### config.mk
export PLATFORM = sky130hd
export DESIGN_NAME = io_handshake_unit
export DESIGN_NICKNAME = d
export VERILOG_FILES = /design/src/rtl/io_handshake_unit.sv
export SDC_FILE = /design/constraint.sdc
export NUM_CORES = 1
export LEC_CHECK = 0
export CAP_MARGIN = 20
export CORE_MARGIN = 2
export CORE_UTILIZATION = 55
export CTS_CLUSTER_DIAMETER = 60
export DETAILED_ROUTE_END_ITERATION = 10
export DONT_BUFFER_PORTS = 1
export GPL_TIMING_DRIVEN = 0
export PLACE_DENSITY = 0.76
export SLEW_MARGIN = 20
export SYNTH_ARGS = -nofsm -noshare
export SYNTH_HDL_FRONTEND = slang
export SYNTH_SLANG_ARGS = --single-unit
### constraint.sdc
create_clock -name clock -period 1.5 [get_ports clock]
set_clock_uncertainty 0.1 [all_clocks]
set_input_delay 0.15 -clock clock [delete_from_list [all_inputs] [get_ports clock]]
set_output_delay 0.15 -clock clock [all_outputs]
set_load 0.02 [all_outputs]
### src/rtl/io_handshake_unit.sv
`default_nettype none
// ============================================================================
// Module   : io_handshake_unit
// Purpose  : Stall-and-confirm responder for INSW/OUTSS. Holds the core until
//            a debounced button press/release; optional IO_AUTO_CONFIRM_EN
//            replaces the button with an immediate confirm.
// Revision : 1.0 - initial release
// ============================================================================
module io_handshake_unit #(
  parameter int DEBOUNCE_CYCLES = 16,
  parameter int SW_WIDTH        = 16
) (
  input  logic                clock,
  input  logic                reset,
  input  logic                is_input,
  input  logic                is_output,
  input  logic [SW_WIDTH-1:0] switches,
  input  logic                confirm_button,
  input  logic [31:0]         out_data,
  output logic                stall,
  output logic [31:0]         input_data,
  output logic                input_valid,
  output logic [31:0]         display_value,
  output logic                waiting_input,
  output logic                waiting_output
);

  localparam int c_CNT_W = $clog2(DEBOUNCE_CYCLES + 1);

  typedef enum logic [2:0] {
    ST_IDLE        = 3'd0,
    ST_IN_PRESS    = 3'd1,
    ST_IN_RELEASE  = 3'd2,
    ST_OUT_PRESS   = 3'd3,
    ST_OUT_RELEASE = 3'd4,
    ST_DONE        = 3'd5
  } state_t;

  state_t r_state;
  logic   w_press;
  logic   w_release;

`ifdef IO_AUTO_CONFIRM_EN
  logic w_unused_button;

  assign w_unused_button = confirm_button;
  assign w_press         = 1'b1;
  assign w_release       = 1'b1;
`else
  logic [1:0]         r_sync;
  logic               r_db_level;
  logic [c_CNT_W-1:0] r_db_cnt;
  logic [c_CNT_W-1:0] w_cnt_inc;
  logic               r_press;
  logic               r_release;

  assign w_cnt_inc = r_db_cnt + c_CNT_W'(1);

  // The counter clears whenever the synchronized level agrees with the
  // debounced level, so only uninterrupted runs can flip the level.
  always_ff @(posedge clock or negedge reset) begin
    if (!reset) begin
      r_sync     <= 2'b00;
      r_db_level <= 1'b0;
      r_db_cnt   <= '0;
      r_press    <= 1'b0;
      r_release  <= 1'b0;
    end else begin
      r_sync    <= {r_sync[0], confirm_button};
      r_press   <= 1'b0;
      r_release <= 1'b0;
      if (r_sync[1] == r_db_level) begin
        r_db_cnt <= '0;
      end else if (w_cnt_inc == c_CNT_W'(DEBOUNCE_CYCLES)) begin
        r_db_level <= ~r_db_level;
        r_db_cnt   <= '0;
        r_press    <= ~r_db_level;
        r_release  <= r_db_level;
      end else begin
        r_db_cnt <= w_cnt_inc;
      end
    end
  end

  assign w_press   = r_press;
  assign w_release = r_release;
`endif

  assign stall = ((r_state == ST_IDLE) && (is_input || is_output)) ||
                 ((r_state != ST_IDLE) && (r_state != ST_DONE));

  // A dropped request in any waiting state is a pipeline flush: return to
  // IDLE without a write pulse; display_value keeps whatever it latched.
  always_ff @(posedge clock or negedge reset) begin
    if (!reset) begin
      r_state        <= ST_IDLE;
      input_data     <= 32'h0;
      input_valid    <= 1'b0;
      display_value  <= 32'h0;
      waiting_input  <= 1'b0;
      waiting_output <= 1'b0;
    end else begin
      input_valid <= 1'b0;
      case (r_state)
        ST_IDLE: begin
          if (is_input) begin
            r_state       <= ST_IN_PRESS;
            waiting_input <= 1'b1;
          end else if (is_output) begin
            r_state        <= ST_OUT_PRESS;
            waiting_output <= 1'b1;
            display_value  <= out_data;
          end
        end
        ST_IN_PRESS: begin
          if (!is_input) begin
            r_state       <= ST_IDLE;
            waiting_input <= 1'b0;
          end else if (w_press) begin
            r_state    <= ST_IN_RELEASE;
            input_data <= 32'(switches);
          end
        end
        ST_IN_RELEASE: begin
          if (!is_input) begin
            r_state       <= ST_IDLE;
            waiting_input <= 1'b0;
          end else if (w_release) begin
            r_state       <= ST_DONE;
            waiting_input <= 1'b0;
            input_valid   <= 1'b1;
          end
        end
        ST_OUT_PRESS: begin
          if (!is_output) begin
            r_state        <= ST_IDLE;
            waiting_output <= 1'b0;
          end else if (w_press) begin
            r_state <= ST_OUT_RELEASE;
          end
        end
        ST_OUT_RELEASE: begin
          if (!is_output) begin
            r_state        <= ST_IDLE;
            waiting_output <= 1'b0;
          end else if (w_release) begin
            r_state        <= ST_DONE;
            waiting_output <= 1'b0;
          end
        end
        ST_DONE: begin
          r_state <= ST_IDLE;
        end
        default: begin
          r_state        <= ST_IDLE;
          waiting_input  <= 1'b0;
          waiting_output <= 1'b0;
        end
      endcase
    end
  end

endmodule
`default_nettype wire

==> run_results.csv <==
group,metric,value,unit
critical_path,arrival,1.88,ns
cts,worstSkewPairLatency,0.33,ns
floorplanning,die_area,5900,µm²
worst_hold_path,hold_path_class,"input port to async pin",
floorplanning,rows,26,
critical_path,path_delay_family,"simple AND/OR/NAND/NOR gates",
critical_path,cp_max_fo,6,
critical_path,path_buf_inv,2,
status,violations,"hold timing, setup timing",
sta,finalHoldViolCount,64,
synth,synth_xor_xnor_area_share,0.00901,
status,status,"finished, violations left",
finish,nNetsFinal,347,
critical_path,critPathKind,"register to register",
sta,clock.fmax,565,MHz
critical_path,critPathCaptureType,"register",
drt,viasPerCell,5.23,
place,dp.cells,289,
synth,synth-adder-area-share,0.00429,
sta,setup_violations,50,
drt,wirelength,6.87,mm
sta,rsz0062_at_grt,"yes",
floorplanning,core,5110,µm²
synth,synth_top_family_by_area,"multiplexers",
synth,synth-simple-area-share,0.0837,
critical_path,critPathLaunchType,"register",
place,portBuffers,0,
grt,overflow,0,
grt,use_met1,0.232,
synth,synth_compound_area_frac,0.0442,
finish,n_fill_cell,302,
grt,use_met2,0.366,
place,dp_hpwl,3.52,mm
sta,layout_setup_ws,-0.271,ns
drt,wl_per_cell,18.7,µm
synth,synth_area,2920,µm²
cts,cts_buffers,9,
place,gp_congestion,0.840,
cts,cts_hold_buf,49,
finish,layout_commonest_cell,"dfrtp_1",
grt,grt_use_met3,0.0953,
critical_path,required,1.61,ns
synth,synth_edf_count,0,
synth,synth.avg_cell_area,14.3,µm²
drt,drtIter0Drc,75,
synth,synthCells,204,
floorplanning,io_pins,121,
drt,drtAntennaViolNets,0,
cts,h-tree-depth,3,
finish,final_cell_mix,"61 x dfrtp_1, 49 x dlygate4sd3_1, 45 x mux2_4",
cts,clock-sinks,64,
sta,holdWs,-0.593,ns
floorplanning,die_h,76.8,µm
sta,finalCriticalPeriod,1.77,ns
cts,cts_root_buffer,"clkbuf_8",
finish,syn_to_final_growth,38.1,%
synth,synthMuxAreaShare,0.243,
floorplanning,die_x,76.8,µm
cts,clk_pin_slew,0.07,ns
synth,ys_seq_area_frac,0.549,
pwr,power,6.32,mW
pwr,p_leak,2.01,nW
sta,slew_violations,0,
finish,antenna_cells,0,
drt,vias,1924,
drt,drc,0,
critical_path,crit_chain,"buf_6 -> nor3_4 -> nand3b_4 -> clkbuf_16 -> mux2_4",
cts,tritoncts,"built",
floorplanning,start_util,0.571,
critical_path,crit_slowest_cell,"dfrtp_2",
sta,period_share,1.18,
finish,register_area,1610,µm²
critical_path,crit_path_max_incr_delay,0.43,ns
synth,synth_seq_cells,64,
place,dp_slack,-0.128,ns
pwr,ir_drop,1.17,mV
grt,grt_pass1_vias,1949,
grt,grt_max_degree,65,
synth,synth_warnings,0,
run,maxCapViolCount,0,
pwr,powerDensity,1570,nW/µm²
drt,drt_pass1_iterations,4,
synth,async_reset_ff_frac,1.00,
sta,tns,-11.39,ns
grt,grt_pass1_wl,9.79,mm
grt,track_usage,0.217,
finish,drive_gt1_frac,0.399,
synth,synth_ff_type,"dfrtp_1",
grt,globalRoute.busiestLayer,"met2",
cts,clockBufferDepth,2,
finish,multi_input_area,1270,µm²
synth,yosysUniqueCellTypes,38,
finish,finalNonFillerCells,368,
grt,antenna_found_initial,0,
-- synthesized netlist by cell type (all sizes together) (2+ instances only) --
master | count | area share
dfrtp | 64 | 0.55
mux2 | 49 | 0.24
buf | 23 | 0.062
nor2 | 9 | 0.012
nand2 | 7 | 0.0090
nor2b | 6 | 0.013
o21ai | 6 | 0.010
a21oi | 5 | 0.0086
nor3b | 4 | 0.010
and3b | 3 | 0.0090
clkbuf | 2 | 0.0026
nor3 | 2 | 0.0051
o22ai | 2 | 0.0043
xnor2 | 2 | 0.0060
-- what timing repair did --
action,in CTS,in global routing
gates resized for setup,15,27
setup buffers,6,6
pin swaps,3,2
endpoints found under the hold margin,113,64
gates cloned,0,2
endpoints found under the setup margin,42,52
-- final cells by class --
cell class / instances / area share
timing repair buffer: 63 / 0.161
tap: 70 / 0.0217
clock inverter: 5 / 0.00808
buffer: 25 / 0.0596
sequential: 64 / 0.399
inverter: 1 / 0.000932
multi-input combinational: 129 / 0.315
clock buffer: 11 / 0.0351
-- registers in the layout, indices dropped and copies added, names as in the netlist --
signal          flops
input_data         16
r_release           1
r_db_level          1
waiting_output      1
input_valid         1
r_press             1
waiting_input       1
display_value      32
r_state             3
r_db_cnt            5
r_sync              2
-- through the flow --
step / utilization / hold WS (ns) / cell area, µm²
6_report: 0.789 / -0.593 / 4030
5_1_grt: 0.789 / -0.613 / 4030
4_1_cts: 0.750 / -0.613 / 3830
3_5_place_dp: 0.602 / -0.244 / 3080
3_3_place_gp: 0.602 / -0.244 / 3080
2_1_floorplan: - / -0.246 / 2990
-- routing by layer --
metal  up-vias  share of wire
li1        858              -
met1       944           0.38
met2       112           0.50
met3        10           0.10
met4         0          0.015
met5         -              0
-- power breakdown --
group	switching (mW)	internal [mW]	total, mW	leakage, nW
logic	0.611	1.16	1.78	1.12
clock network	0.642	0.638	1.28	0.0813
registers	1.03	2.24	3.27	0.808
-- cell families (layout without fill, tap and decap cells) --
group	after synthesis	count (layout)
compound gates	20	20
xor+xnor	3	3
fa+ha+maj	1	1
buf+inv	26	105
flops	64	64
mux	50	50
other cells	1	16
simple gates	39	39
-- final timing paths --
check                                     to       start  slack, ns  depth (start not counted)
max                        display_value[16]  r_state[0]      -0.27                          5
min                            waiting_input       reset      -0.59                          0
max reg2reg                display_value[16]  r_state[0]      -0.27                          5
min reg2reg                        r_sync[1]   r_sync[0]       0.25                          0
max in group asynchronous        r_db_cnt[0]       reset       1.78                          0
min in group clock                r_state[1]    is_input       0.06                          3
Note: power is estimated with default switching activity, not from simulation.
==> patch 1, RTL diff (same settings) <==
`SW_WIDTH`: 16 -> 32.
--- a/src/rtl/io_handshake_unit.sv
+++ b/src/rtl/io_handshake_unit.sv
@@ -8,7 +8,7 @@
 // ============================================================================
 module io_handshake_unit #(
   parameter int DEBOUNCE_CYCLES = 16,
-  parameter int SW_WIDTH        = 16
+  parameter int SW_WIDTH        = 32
 ) (
   input  logic                clock,
   input  logic                reset,
Interface: changed (resized switches); port bits go from 121 to 137. No check against the original RTL was run, so the function may have changed too.
==> patch 1 against the original RTL <==
- the flow still finishes with violations (hold timing, setup timing)
- sequential cell count rose by 16
- sequential share of layout area rose by 3.0 points
- wire length rose by 23%
- synthesized cell count rose by 10%
- worst setup slack got worse by 120 ps
- total power rose by 15%
- area after synthesis rose by 12%
- final area rose by 16%
- largest power group unchanged
- highest routed layer unchanged
==> patch 1: results (changes against the original RTL) <==
Worst-path clk slew - 90 ps (was 70 ps)
vias post-DR - 2280 (was 1924)
status - complete, but fails checks (unchanged)
DP Cell Count - 300 (was 289)
Synth Area in Adders - 0.3821% (was 0.4290%)
clock-cell share of area - 4.039% (was 4.318%)
largest net degree at the start of global routing - 81 (was 65)
Nets - 392 (was 347)
Fillers - 324 (was 302)
Initial DRC Count - 119 (was 75)
Worst EP arrival - 1640 ps (was 1880 ps)
biggest regs - display_value x32, input_data x32, r_db_cnt x5 (was display_value x32, input_data x16, r_db_cnt x5)
crit-path max FO - 5 (was 6)
setup violators final - 69 (was 50)
multi-input gate share of total cell area - 29.23% (was 31.47%)
Detailed Routing Iterations Pass 1 - 5 (was 4)
clk buf depth - 2 (unchanged)
mux cell area share after synthesis - 22.35% (was 24.28%)
multi-input gates - 132 (was 129)
post-DP HPWL - 4.129 mm (was 3.524 mm)
hold_ws - -614.6 ps (was -593.3 ps)
Leak - 0.002190 uW (was 0.002013 uW)
failing checks - hold timing, setup timing (unchanged)
register area share after synthesis - 61.14% (was 54.91%)
hold_buf cts - 66 (was 49)
RD Place Congestion - 0.8627 (was 0.8395)
area share of xor/xnor cells in the synthesized design - 0.8024% (was 0.9009%)
Final Instance Count excl. Fillers - 402 (was 368)
CP max stage cell - dfrtp_1 (was dfrtp_2)
Non-clk bufs - 98 (was 88)
Synth area leaders - dfrtp_1 (61%), mux2_2 (22%), o21ai_0 (1.4%) (was dfrtp_1 (55%), mux2_4 (20%), buf_4 (4.1%))
Layout non-clock buf frac - 21.82% (was 22.09%)
#FFs+latches synth - 80 (was 64)
pre-CTS setup slack - -345.4 ps (was -128.3 ps)
setup slack after layout - -392.5 ps (was -271.5 ps)
first-pass GRT wire length - 11.27 mm (was 9.791 mm)
most instantiated cells after synthesis - dfrtp_1 (80), mux2_2 (65), o21ai_0 (9) (was dfrtp_1 (64), mux2_4 (39), buf_4 (16))
register area - 0.002003 mm2 (was 0.001605 mm2)
# diodes - 0 (unchanged)
endpoints failing hold - 80 (was 64)
Compound-Gate Fraction of Synth Area - 4.929% (was 4.419%)
[patch 1: path summary, 6_finish.rpt]
path | start | slack, ps | endpoint
worst min register to register | r_sync[0] | 250 | r_sync[1]
worst min-delay path | reset | -610 | display_value[2]
worst max-delay path | r_state[2] | -390 | stall
max in group asynchronous | reset | 1770 | r_db_cnt[0]
worst max register to register | r_state[2] | -270 | input_data[22]
min in group clock | is_output | 40 | r_state[0]
[patch 1: metrics by stage]
| step | hold WS (ps) | area, um2 |
|---|---|---|
| 3_3_place_gp | -244.2 | 3373 |
| 3_5_place_dp | -244.6 | 3373 |
| 4_1_cts | -623.2 | 4319 |
| 5_1_grt | -636.2 | 4678 |
| 2_1_floorplan | -245.6 | 3279 |
| 6_report | -614.6 | 4678 |
[patch 1: per-layer routing]
| layer | GRT usage, % | part of all wire, % | up-vias |
|---|---|---|---|
| met5 | 0 | 0 | - |
| met4 | 14.24 | 3.1 | 0 |
| met3 | 3.778 | 3.8 | 26 |
| met2 | 42.31 | 57 | 87 |
| met1 | 25.44 | 36 | 1175 |
| li1 | - | - | 992 |
[patch 1: kinds of logic after synthesis]
family | count (synthesis)
AOI/OAI and AO/OA | 26
xor gates and xnor gates | 3
adders and majority gates | 1
buffers and inverters | 13
DFF | 80
muxes | 65
and+or+nand+nor | 37
[patch 1: repair_timing]
| item | 4_1_cts | 5_1_grt |
|---|---|---|
| setup endpoints to repair | 68 | 71 |
| setup buffers | 5 | 10 |
| cloned | 2 | 3 |
| pin swaps | 4 | 11 |
| endpoints found under the hold margin | 148 | 80 |
| gates resized for setup | 13 | 58 |
[patch 1: where the power goes]
group	internal [uW]	switching, uW
Combinational	1280	739
Clock	768	780
Sequential	2660	1020
==> patch 2, RTL diff (config.mk and constraints unchanged) <==
Without the edit above. Re-encode `state_t` (6 states) as one-hot, 6 bits wide.
--- a/src/rtl/io_handshake_unit.sv
+++ b/src/rtl/io_handshake_unit.sv
@@ -27,13 +27,13 @@
 
   localparam int c_CNT_W = $clog2(DEBOUNCE_CYCLES + 1);
 
-  typedef enum logic [2:0] {
-    ST_IDLE        = 3'd0,
-    ST_IN_PRESS    = 3'd1,
-    ST_IN_RELEASE  = 3'd2,
-    ST_OUT_PRESS   = 3'd3,
-    ST_OUT_RELEASE = 3'd4,
-    ST_DONE        = 3'd5
+  typedef enum logic [5:0] {
+    ST_IDLE        = 6'b000001,
+    ST_IN_PRESS    = 6'b000010,
+    ST_IN_RELEASE  = 6'b000100,
+    ST_OUT_PRESS   = 6'b001000,
+    ST_OUT_RELEASE = 6'b010000,
+    ST_DONE        = 6'b100000
   } state_t;
 
   state_t r_state;
Behaviour: same outputs for any inputs over 10 cycles, from zero or initial values and one cycle with reset low; not proved beyond that.
==> patch 2 against the original RTL <==
- the flow still finishes with violations (hold timing, setup timing)
- total power increased by 7.7%
- area after synthesis increased by 2.6%
- die area increased by 2.4%
- final area increased by 6.0%
- critical path type unchanged
- global-route usage increased by 3.7 points
- wire length increased by 14%
- critical path depth decreased by 1
- sequential cell count increased by 3
- worst setup slack got worse by 80 ps
==> patch 2: results (changes against the original RTL) <==
status - complete, but fails checks (unchanged)
failing checks - hold timing, setup timing (unchanged)
Peak VDD IR - 1180 uV (was 1165 uV)
H-tree depth - 3 (unchanged)
Worst-path clk slew - 70 ps (about the same)
most instantiated cells after synthesis - dfrtp_1 (66), mux2_2 (49), buf_4 (17) (was dfrtp_1 (64), mux2_4 (39), buf_4 (16))
# diodes - 0 (unchanged)
post-DP HPWL - 4.078 mm (was 3.524 mm)
Most used DFF post-synth - dfrtp_1 (unchanged)
clk buf depth - 2 (unchanged)
Clock buffer cells - 12 (was 11)
Synth area leaders - dfrtp_1 (55%), mux2_2 (18%), buf_4 (4.3%) (was dfrtp_1 (55%), mux2_4 (20%), buf_4 (4.1%))
largest net degree at the start of global routing - 68 (was 65)
setup slack after layout - -351.9 ps (was -271.5 ps)
clk root buf - clkbuf_8 (unchanged)
ys async rst share - 100.0% (unchanged)
#FFs+latches synth - 67 (was 64)
first-pass GRT wire length - 11.62 mm (was 9.791 mm)
multi-input gate share of total cell area - 30.47% (was 31.47%)
initial antenna violation count - 0 (unchanged)
biggest regs - display_value x32, input_data x16, r_state x6 (was display_value x32, input_data x16, r_db_cnt x5)
layout cells sized above 1 - 41.37% (was 39.93%)
clock-cell share of area - 5.333% (was 4.318%)
GRT Util Overall - 25.35% (was 21.66%)
Detailed Routing Iterations Pass 1 - 4 (unchanged)
hold_buf cts - 50 (was 49)
Fillers - 277 (was 302)
pre-CTS setup slack - -496.9 ps (was -128.3 ps)
post-route setup TNS - -16650 ps (was -11390 ps)
Leak - 0.001972 uW (was 0.002013 uW)
dominant cell type by area after synthesis - dfrtp_1 (unchanged)
routed wire length - 7.828 mm (was 6.868 mm)
Non-clk bufs - 99 (was 88)
multi-input gates - 150 (was 129)
hold_ws - -593.8 ps (was -593.3 ps)
# port buffers - 0 (unchanged)
Nets - 385 (was 347)
setup violators final - 55 (was 50)
worst hold-check path type - in2async (unchanged)
Initial DRC Count - 195 (was 75)
crit-path max FO - 7 (was 6)
Yosys cell types - 49 (was 38)
Worst EP arrival - 1970 ps (was 1880 ps)
vias in the first global route - 2361 (was 1949)
vias post-DR - 2262 (was 1924)
register area - 0.001684 mm2 (was 0.001605 mm2)
endpoints failing hold - 67 (was 64)
register area share after synthesis - 56.09% (was 54.91%)
Slew HR - 56.47%
Num CTS Buffers - 9 (unchanged)
synth warn - 0 (unchanged)
clock latency on the worst-skew pair - 330 ps (about the same)
Non-clock inverters - 4 (was 1)
RD Place Congestion - 0.8354 (was 0.8395)
Layout non-clock buf frac - 22.36% (was 22.09%)
## patch 2: critical path, cell delays in order, from the launching register on
cell      delay [ps]
dfstp_2          550
nor2b_4          310
nand4b_4         270
buf_6            220
mux2_2           280
## patch 2: final timing paths
check	start	slack (ps)	to	cells past startpoint
setup / recovery	r_state[0]	-350	display_value[13]	4
hold / removal	reset	-590	r_db_cnt[4]	0
setup reg to reg	r_state[0]	-350	display_value[13]	4
hold reg to reg	r_sync[0]	260	r_sync[1]	0
max in group asynchronous	reset	1690	r_state[0]	0
min in group clock	is_output	110	display_value[2]	3
## patch 2: cells by family after synthesis
group,synth area share [%]
compound gates,6.400
buf+inv,6.524
fa+ha+maj,0.4182
simple gates,10.50
mux,18.78
other cells,0.1254
flops,56.09
xor+xnor,1.171
## patch 2: metal layers
metal / track usage [%] / routed length [um] / up-vias
met2: 45.17 / 4254 / 143
met4: 12.14 / 243 / 0
met1: 26.86 / 2674 / 1092
met5: 0 / 0 / -
met3: 8.256 / 656 / 23
li1: - / - / 1004
## patch 2: stage by stage
step                instance area (um2)  std cells
finish                             4270        406
global route                       4270        406
CTS                                4155        400
detailed placement                 3143        318
global placement                   3143        318
floorplan                          3055        248
## patch 2: power by group
group	internal (uW)	switching (uW)	total, uW
sequential	2320	988	3310
combinational	1030	785	1810
clock	1020	661	1690
total	4370	2430	6810
## patch 2: what timing repair did
action / in CTS / in global routing
gates cloned: 5 / 0
setup buffers: 11 / 7
gates resized for setup: 41 / 23
hold endpoints to repair: 117 / 67
setup endpoints to repair: 57 / 59
pin swaps: 7 / 8
